<file path="src/rtl/clock_pkg.sv">
// Shared definitions for the clock/calendar controller.
// Holds field indices, bus widths, the controller FSM state type and the
// constant hour maximum reported to the counter bank.
package clock_pkg;

  localparam int unsigned N_FIELDS = 6;   // sec, min, hour, day, month, year
  localparam int unsigned N_DONE   = 5;   // year has no wrap pulse
  localparam int unsigned FIELD_W  = 3;

  localparam int unsigned SEC_W   = 6;
  localparam int unsigned MIN_W   = 6;
  localparam int unsigned HOUR_W  = 5;
  localparam int unsigned DAY_W   = 5;
  localparam int unsigned MONTH_W = 4;
  localparam int unsigned YEAR_W  = 7;

  localparam int unsigned F_SEC   = 0;
  localparam int unsigned F_MIN   = 1;
  localparam int unsigned F_HOUR  = 2;
  localparam int unsigned F_DAY   = 3;
  localparam int unsigned F_MONTH = 4;
  localparam int unsigned F_YEAR  = 5;

  localparam logic [HOUR_W-1:0]   HOUR_MAX = HOUR_W'(23);
  localparam logic [N_FIELDS-1:0] EN_ALL   = '1;

  typedef enum logic [1:0] {
    ST_RUN,
    ST_EDIT,
    ST_CLAMP,
    ST_CLAMP_WAIT
  } state_t;

  // One-hot field mask from a field index.
  function automatic logic [N_FIELDS-1:0] field_onehot(input logic [FIELD_W-1:0] f);
    return N_FIELDS'(1) << f;
  endfunction

endpackage

</file>
<file path="src/rtl/days_in_month.sv">
// Combinational days-in-month lookup.
// Ports: month, year (counter-bank feedback) -> day_num.
// Build option: CLOCK_CTRL_LEAP_EN gives February 29 days when year[1:0] == 0
// (years 2000-2099); without it February always has 28 days.
module days_in_month
  import clock_pkg::*;
(
  input  logic [MONTH_W-1:0] month,
  input  logic [YEAR_W-1:0]  year,
  output logic [DAY_W-1:0]   day_num
);

  logic leap;

`ifdef CLOCK_CTRL_LEAP_EN
  // Every fourth year is a leap year within a single century.
  logic unused_year_hi;
  assign leap           = (year[1:0] == 2'b00);
  assign unused_year_hi = ^year[YEAR_W-1:2];
`else
  logic unused_year;
  assign leap        = 1'b0;
  assign unused_year = ^year;
`endif

  // Month length; out-of-range months fall back to 31.
  always_comb begin
    day_num = DAY_W'(31);
    case (month)
      MONTH_W'(2):  day_num = leap ? DAY_W'(29) : DAY_W'(28);
      MONTH_W'(4),
      MONTH_W'(6),
      MONTH_W'(9),
      MONTH_W'(11): day_num = DAY_W'(30);
      default:      day_num = DAY_W'(31);
    endcase
  end

endmodule

</file>
<file path="src/rtl/clock_ctrl.sv">
// Clock/calendar controller driving an external counter bank.
// Ports:
//   clk, reset                 clock, synchronous active-high reset
//   tick_1hz                   one pulse per second
//   btn_mode/btn_up/btn_down   debounced one-cycle button pulses
//   second..year               counter-bank feedback
//   done_inc/done_dec          per-field wrap pulses from the bank
//   inc/dec/en                 registered step requests and enables
//   day_num, hour_num          field maxima for day and hour
//   edit_field                 0 = running, 1..6 = editing sec..year
// Build option: CLOCK_CTRL_LEAP_EN enables leap-year February (in days_in_month).
module clock_ctrl
  import clock_pkg::*;
(
  input  logic                clk,
  input  logic                reset,
  input  logic                tick_1hz,
  input  logic                btn_mode,
  input  logic                btn_up,
  input  logic                btn_down,
  input  logic [SEC_W-1:0]    second,
  input  logic [MIN_W-1:0]    minute,
  input  logic [HOUR_W-1:0]   hour,
  input  logic [DAY_W-1:0]    day,
  input  logic [MONTH_W-1:0]  month,
  input  logic [YEAR_W-1:0]   year,
  input  logic [N_DONE-1:0]   done_inc,
  input  logic [N_DONE-1:0]   done_dec,
  output logic [N_FIELDS-1:0] inc,
  output logic [N_FIELDS-1:0] dec,
  output logic [N_FIELDS-1:0] en,
  output logic [DAY_W-1:0]    day_num,
  output logic [HOUR_W-1:0]   hour_num,
  output logic [FIELD_W-1:0]  edit_field
);

  state_t               state_q, state_d;
  state_t               ret_q, ret_d;
  logic [FIELD_W-1:0]   sel_q, sel_d;
  logic [1:0]           chk_q, chk_d;
  logic [N_FIELDS-1:0]  inc_d, dec_d, en_d;
  logic [FIELD_W-1:0]   edit_field_d;
  logic                 need_clamp;
  logic                 sel_is_cal;
  logic                 unused_fb;

  // Seconds/minutes/hours and borrow pulses never affect control decisions.
  assign unused_fb = ^{second, minute, hour, done_dec};

  days_in_month u_dim (
    .month   (month),
    .year    (year),
    .day_num (day_num)
  );

  assign hour_num   = HOUR_MAX;
  assign need_clamp = (day > day_num);
  assign sel_is_cal = (sel_q == FIELD_W'(F_MONTH)) || (sel_q == FIELD_W'(F_YEAR));

  // State and registered outputs.
  always_ff @(posedge clk) begin
    if (reset) begin
      state_q    <= ST_RUN;
      ret_q      <= ST_RUN;
      sel_q      <= '0;
      chk_q      <= '0;
      inc        <= '0;
      dec        <= '0;
      en         <= EN_ALL;
      edit_field <= '0;
    end else begin
      state_q    <= state_d;
      ret_q      <= ret_d;
      sel_q      <= sel_d;
      chk_q      <= chk_d;
      inc        <= inc_d;
      dec        <= dec_d;
      en         <= en_d;
      edit_field <= edit_field_d;
    end
  end

  // Next state and next registered outputs. chk_q is a two-stage delay so
  // that the day-validity test sees month/year feedback after the bank has
  // applied the step.
  always_comb begin
    state_d      = state_q;
    ret_d        = ret_q;
    sel_d        = sel_q;
    chk_d        = {chk_q[0], 1'b0};
    inc_d        = '0;
    dec_d        = '0;
    en_d         = en;
    edit_field_d = edit_field;

    case (state_q)
      ST_RUN: begin
        if (chk_q[1] && need_clamp) begin
          state_d = ST_CLAMP;
          ret_d   = ST_RUN;
          chk_d   = '0;
        end else if (btn_mode) begin
          state_d = ST_EDIT;
          sel_d   = FIELD_W'(F_SEC);
        end else begin
          // Registered carry ripple: each wrap pulse steps the next field.
          inc_d = {done_inc, tick_1hz};
        end
      end

      ST_EDIT: begin
        if (chk_q[1] && need_clamp) begin
          state_d = ST_CLAMP;
          ret_d   = ST_EDIT;
          chk_d   = '0;
        end else if (btn_mode) begin
          if (sel_q == FIELD_W'(F_YEAR)) begin
            state_d  = ST_RUN;
            chk_d[0] = 1'b1;
          end else begin
            sel_d = sel_q + FIELD_W'(1);
          end
        end else if (btn_up ^ btn_down) begin
          inc_d    = btn_up   ? field_onehot(sel_q) : '0;
          dec_d    = btn_down ? field_onehot(sel_q) : '0;
          chk_d[0] = sel_is_cal;
        end
      end

      ST_CLAMP: begin
        state_d = ST_CLAMP_WAIT;
        chk_d   = '0;
      end

      ST_CLAMP_WAIT: begin
        chk_d   = '0;
        state_d = need_clamp ? ST_CLAMP : ret_q;
      end

      default: begin
        state_d = ST_RUN;
        chk_d   = '0;
      end
    endcase

    // Enables and field indicator follow the state being entered.
    case (state_d)
      ST_RUN: begin
        en_d         = EN_ALL;
        edit_field_d = '0;
      end
      ST_EDIT: begin
        en_d         = field_onehot(sel_d);
        edit_field_d = sel_d + FIELD_W'(1);
      end
      ST_CLAMP: begin
        en_d  = field_onehot(FIELD_W'(F_DAY));
        inc_d = '0;
        dec_d = field_onehot(FIELD_W'(F_DAY));
      end
      ST_CLAMP_WAIT: begin
        en_d  = field_onehot(FIELD_W'(F_DAY));
        inc_d = '0;
        dec_d = '0;
      end
      default: begin
        en_d = EN_ALL;
      end
    endcase
  end

endmodule

</file>
<file path="config.mk">
export PLATFORM = sky130hd
export DESIGN_NAME = clock_ctrl
export DESIGN_NICKNAME = d
export VERILOG_FILES = /design/src/rtl/clock_pkg.sv /design/src/rtl/days_in_month.sv /design/src/rtl/clock_ctrl.sv
export SDC_FILE = /design/constraint.sdc
export NUM_CORES = 1
export LEC_CHECK = 0
export BUFFER_PORTS_ARGS = -buffer_cell sky130_fd_sc_hd__buf_2
export CAP_MARGIN = 15
export CELL_PAD_IN_SITES_DETAIL_PLACEMENT = 1
export CELL_PAD_IN_SITES_GLOBAL_PLACEMENT = 2
export CORE_UTILIZATION = 25
export CTS_CLUSTER_SIZE = 24
export DETAILED_ROUTE_END_ITERATION = 8
export HOLD_SLACK_MARGIN = 0.15
export PLACE_DENSITY = 0.77
export SYNTH_ARGS = -nofsm -noshare
export SYNTH_HDL_FRONTEND = slang
export SYNTH_HIERARCHICAL = 1
export SYNTH_SLANG_ARGS = --single-unit
</file>
<file path="constraint.sdc">
create_clock -name clk -period 3.4 [get_ports clk]
set_input_delay 0.17 -clock clk [delete_from_list [all_inputs] [get_ports clk]]
set_output_delay 0.17 -clock clk [all_outputs]
set_load 0.005 [all_outputs]
</file>
# --- Word-level counts from Yosys, hierarchy flattened ---
# Cells that the tools add are included.
classes:
  n_addsub: 2
  order_cmp: 1
  eq_ne: 15
  n_shift: 2
  n_mux: 39
  n_bitwise: 1
  reduce_logical: 11
ops:
  columns: ["operator", "count"]
  rows:
  - ["two-way mux 6 bit", 11]
  - ["case mux 6 bit (2 select lines)", 2]
  - ["two-way mux 2 bit", 9]
  - ["case mux 6 bit (3 select lines)", 1]
  - ["two-way mux 3 bit", 5]
  - ["case mux 3 bit (2 select lines)", 2]
  - ["<< shifter 1 x 3 -> 6 bit, first input constant", 2]
  - ["equality test 2 bit, second input constant", 4]
  - ["equality test 4 x 3 -> 1 bit, second input constant", 2]
  - ["equality test 4 bit, second input constant", 2]
  - ["case mux 2 bit (2 select lines)", 2]
  - ["case mux 2 bit (4 select lines)", 1]
  - ["adder 3 x 1 -> 3 bit, second input constant", 2]
  - ["equality test 3 bit, second input constant", 2]
  - ["case mux 2 bit (3 select lines)", 1]
  - ["greater-than comparator 5 bit", 1]
  - ["two-way mux 1 bit", 5]
  - ["equality test 2 x 1 -> 1 bit, second input constant", 2]
  - ["equality test 4 x 2 -> 1 bit, second input constant", 1]
  - ["logical NOT 2 bit", 2]
  - ["inequality test 2 bit, second input constant", 2]
  - ["nonzero test 2 bit", 2]
  - ["OR reduction 2 bit", 2]
  - ["OR reduction 4 bit", 1]
  - ["5 further kinds", 5]
totals:
  register_bits: 30

# --- Logic depth before layout (Yosys ltp) ---
depth:
  word_depth: 10
  depth_mapped: 13
  mapped_depth_nobuf: 12

# --- Modules after synthesis ---
# The synthesis kept the hierarchy.
modules_own_cells:
  columns: ["module", "n_inst", "cells_each", "area_per_inst_um2", "seq_area_each_um2"]
  rows:
  - ["clock_ctrl", 1, 172, 1530.2, 580.6]
  - ["days_in_month", 1, 8, 57.6, 0.0]

# --- Worst setup path after synthesis ---
# No wires, ideal clock.
synth_timing:
  path_kind: "in2reg"
  startpoint: "input month[0]"
  endpoint: "register en[3]"
  setup_ns: 0.120
  arrival_ns: 2.725
  required_ns: 3.280
  slack_ns: 0.555
  stages: 13
  cell_sequence: "or4b_1 -> inv_1 -> ha_1 -> nor2b_4 -> o311ai_2 -> a21o_1 -> buf_6 -> a31oi_1 -> a31oi_1 -> inv_1 -> ha_1 -> ha_1 -> or2_1"
synth_between:
  word_cells_on_any_way: 23
  classes_between: "1 x order compare; 8 x eq/ne; 1 x shift; 9 x mux; 4 x reduce/logical"
synth_lines:
  columns: ["element", "line", "rtl"]
  rows:
  - ["start: declaration", "clock_ctrl.sv:25", "input logic [MONTH_W-1:0] month,"]
  - ["equality test 4 x 3 -> 1 bit / equality test 4 bit (equally long branches)", "days_in_month.sv:29", "case (month)"]
  - ["OR reduction 4 bit", "days_in_month.sv:29", null]
  - ["case mux 2 bit (2 select lines) *", "days_in_month.sv:29", null]
  - ["greater-than comparator 5 bit *", "clock_ctrl.sv:57", "assign need_clamp = (day > day_num);"]
  - ["logical AND 1 bit *", "clock_ctrl.sv:98, clock_ctrl.sv:112", null]
  - ["two-way mux 3 bit, on equally long branches", "clock_ctrl.sv:112, clock_ctrl.sv:98", null]
  - ["case mux 3 bit (2 select lines) *", "clock_ctrl.sv:96", "case (state_q)"]
  - ["named net sel_d[1]", "clock_ctrl.sv:39", "logic [FIELD_W-1:0] sel_q, sel_d;"]
  - ["<< shifter 1 x 3 -> 6 bit *", "clock_pkg.sv:36", "return N_FIELDS'(1) << f;"]
  - ["case mux 6 bit (3 select lines) *", "clock_ctrl.sv:147", "case (state_d)"]
  - ["end signal: assignment", "clock_ctrl.sv:78", "en <= en_d;"]
  - ["end: declaration", "clock_ctrl.sv:31", "output logic [N_FIELDS-1:0] en,"]
# The timed path passes the listed nets; every way through them passes the cells marked *.
# A chain may end at the register's enable or synchronous reset.

# --- Final worst setup path ---
# Ends and elaborated chain as after synthesis.

==> impl_metrics.toml <==
[timing]
fin_skew_ns = 0.005723
slew-limit-headroom = 0.6244
finalHoldViolations = 0
period_share = 0.7966
max_freq_ghz = 0.3692
worst_pin_slew_ns = 0.5627
grt_setup_unrepaired = "false"
period_minus_slack_ns = 2.708
finalMaxSlewViolations = 0
hold_ws_ns = 0.1482
fin_setup_tns_ns = 0
setup_viol = 0

[placed_design]
place_inst = 292
place_congestion = 0.7540
hpwl_um = 2955
numPortBuffers = 42

[synth]
syn_inst = 180
synth_area_leader_cell = "dfxtp_1"
synthTopCellsByCount = "dfxtp_1, ha_1, nor2_1"
synth_fa_ha_area_frac = 0.1182
yosys.area_share.simple = 0.2277
synth_mux_area_frac = 0.006304
synth_edf_count = 0
synth.top_cell.area_share = 0.3656
yosysMostFrequentCell = "dfxtp_1"
yosys_most_used_dff = "dfxtp_1"
synthDistinctLibCells = 44
synth-compound-area-share = 0.1899
synth-async-reset-ratio = 0
synth-xor-area-share = 0
synth_area_leaders = "dfxtp_1, ha_1, buf_4"
netlist_area_mm2 = 0.001588
ys_seq_elements = 29
post_synth.cell_area_avg_um2 = 8.821
synth_top_family_by_area = "simple AND/OR/NAND/NOR gates"
synth_seq_area_share = 0.3656
yosys_warnings = 6

[floorplan]
ios = 80
initial_utilization = 0.2635
die_area_mm2 = 0.006674
die_w_um = 81.70
std_cell_rows = 28
fp.dieH_um = 81.70
core-area_mm2 = 0.006026

[critical_path]
crit_slowest_cell = "or4b_1"
slowest_delay_ns = 0.53
critPathLaunchType = "primary input"
cp_cell_sequence = "buf_2 -> or4b_1 -> inv_1 -> ha_1 -> nor2b_4 -> o311ai_2 -> a21o_1 -> a31oi_1 -> a31oi_1 -> inv_1 -> ha_1 -> ha_1 -> or2_1"
end_kind = "flop"
reg2reg_slack_ns = 1.18
cp_common_cell = "ha_1"
crit_required_ns = 3.57
critPathKind = "in -> reg"
worstPathMaxFanout = 3
critical_path_arrival_ns = 2.87

[pwr]
vdd_drop_max_uv = 174.2
comb_power_share = 0.138
swShare = 0.2660
internal_power_mw = 0.5376
power.switching_mw = 0.1948
power.leakage_nw = 0.8898
seq_power_share = 0.490
power_density_mw_per_mm2 = 376.4
clkPwrFrac = 0.372

[cells_and_area]
seq_area_um2 = 580.6
final_util = 0.3229
drive_above_1_share = 0.2907
multiInputGateArea_um2 = 890.9
stdcell_count = 302
fillers = 748
diodes = 0
fin_nets = 290
area_growth_pct = 22.54

[clock_network]
cts_resized = 0
clockRootBuffer = "clkbuf_8"
cts.sinks = 29
cts_buffers = 5
clock_latency_ns = 0.28
path_clk_slew_ns = 0.06
cts_tree = "yes"
h-tree-depth = 2
ctsLongestPathBuffers = 2

[global_route]
grt_start_max_net_pins = 16
grt_pass1_vias = 1336
antenna_found_initial = 0
grt_usage = 0.1238
grt_pass1_wl_um = 6106
grt-ovfl-total = 0

[drt]
drtPass1Iterations = 4
ant_nets = 0
dr_total_vias = 1369
drc = 0
wire_per_inst_um = 12.54
via_per_inst = 4.533
drt-total-wl_um = 3786
drt_iter0_drc = 24

[min_path]
hp-class = "in -> reg"

[flow_run]
max_cap_viol_count = 0

[status]
status = "finished clean"
## layer usage
metal | routed length (um) | global-route usage
met3 | 210 | 0.04333
met2 | 1699 | 0.2000
met1 | 1823 | 0.1501
met5 | 0 | 0
met4 | 52 | 0.04737
## cells by family after synthesis
family	Yosys count
multiplexers	1
buffers and inverters	26
AND/OR/NAND/NOR	68
adder cells (fa/ha/maj)	15
flip-flops	29
other	3
AO/OA/AOI/OAI	38
## per-stage QoR
stage | total power [mW] | instance area (um^2) | setup WS [ns]
2_1_floorplan | 0.4354 | 1607 | 0.5553
4_1_cts | 0.7424 | 1946 | 0.6907
3_5_place_dp | 0.4648 | 1843 | 0.4260
6_report | 0.7324 | 1946 | 0.6917
3_3_place_gp | 0.4644 | 1843 | 0.4484
5_1_grt | 0.7793 | 1946 | 0.4844
## path summary, 6_finish.rpt
check | from | endpoint | cells after the start
worst max-delay path | month[0] | en[3] | 13
worst min-delay path | done_inc[1] | inc[2] | 3
worst max register to register | sel_q[1] | en[3] | 10
worst min register to register | chk_q[0] | chk_q[1] | 2
## critical path: cells and delay by family
family	cells	cell delay [ns]
buf+inv	3	0.30
fa+ha+maj	3	0.64
compound gates	4	0.87
simple gates	3	0.89
## power by group through the flow
stage	logic [mW]	registers, mW	clock network [mW]
after global placement	0.0984	0.366	0
after detailed placement	0.0990	0.366	0
after floorplan	0.0710	0.364	0
after CTS	0.102	0.359	0.282
after global routing	0.114	0.360	0.306
final	0.101	0.359	0.273
## sequential cells by signal, indices dropped and copies added (netlist names)
signal	flops
ret_q	1
chk_q	2
state_q	2
dec	6
en	6
edit_field	3
sel_q	3
inc	6
## placed cells by master (no fill, tap or decap), drive strengths merged, types with 2 or more instances in the layout
cell type     n
buf          44
dfxtp        29
nor2         16
ha           15
inv          14
nand2        14
a21oi        11
o21ai        10
nand3         9
conb          8
nor3          7
and2          6
clkbuf        6
a22oi         3
or2           2
a21o          2
nand3b        2
a31oi         2
nor4          2
a211o         2
nand4         2
clkinv        2
dlygate4sd3   2
nor2b         2
a211oi        2
## final cells by class
type                       count  share of cell area
clock buffer                   6             0.03730
clock inverter                 2            0.005145
inverter                      14             0.02701
multi-input combinational    130              0.4579
sequential                    29              0.2984
tap                           75             0.04823
timing repair buffer          46              0.1260
## repair_timing
item                                   in CTS  in global routing
endpoints found under the hold margin       2                  0
hold buffers                                2                  0
buffers inserted                            0                  0
(Power assumes the default switching activity.)
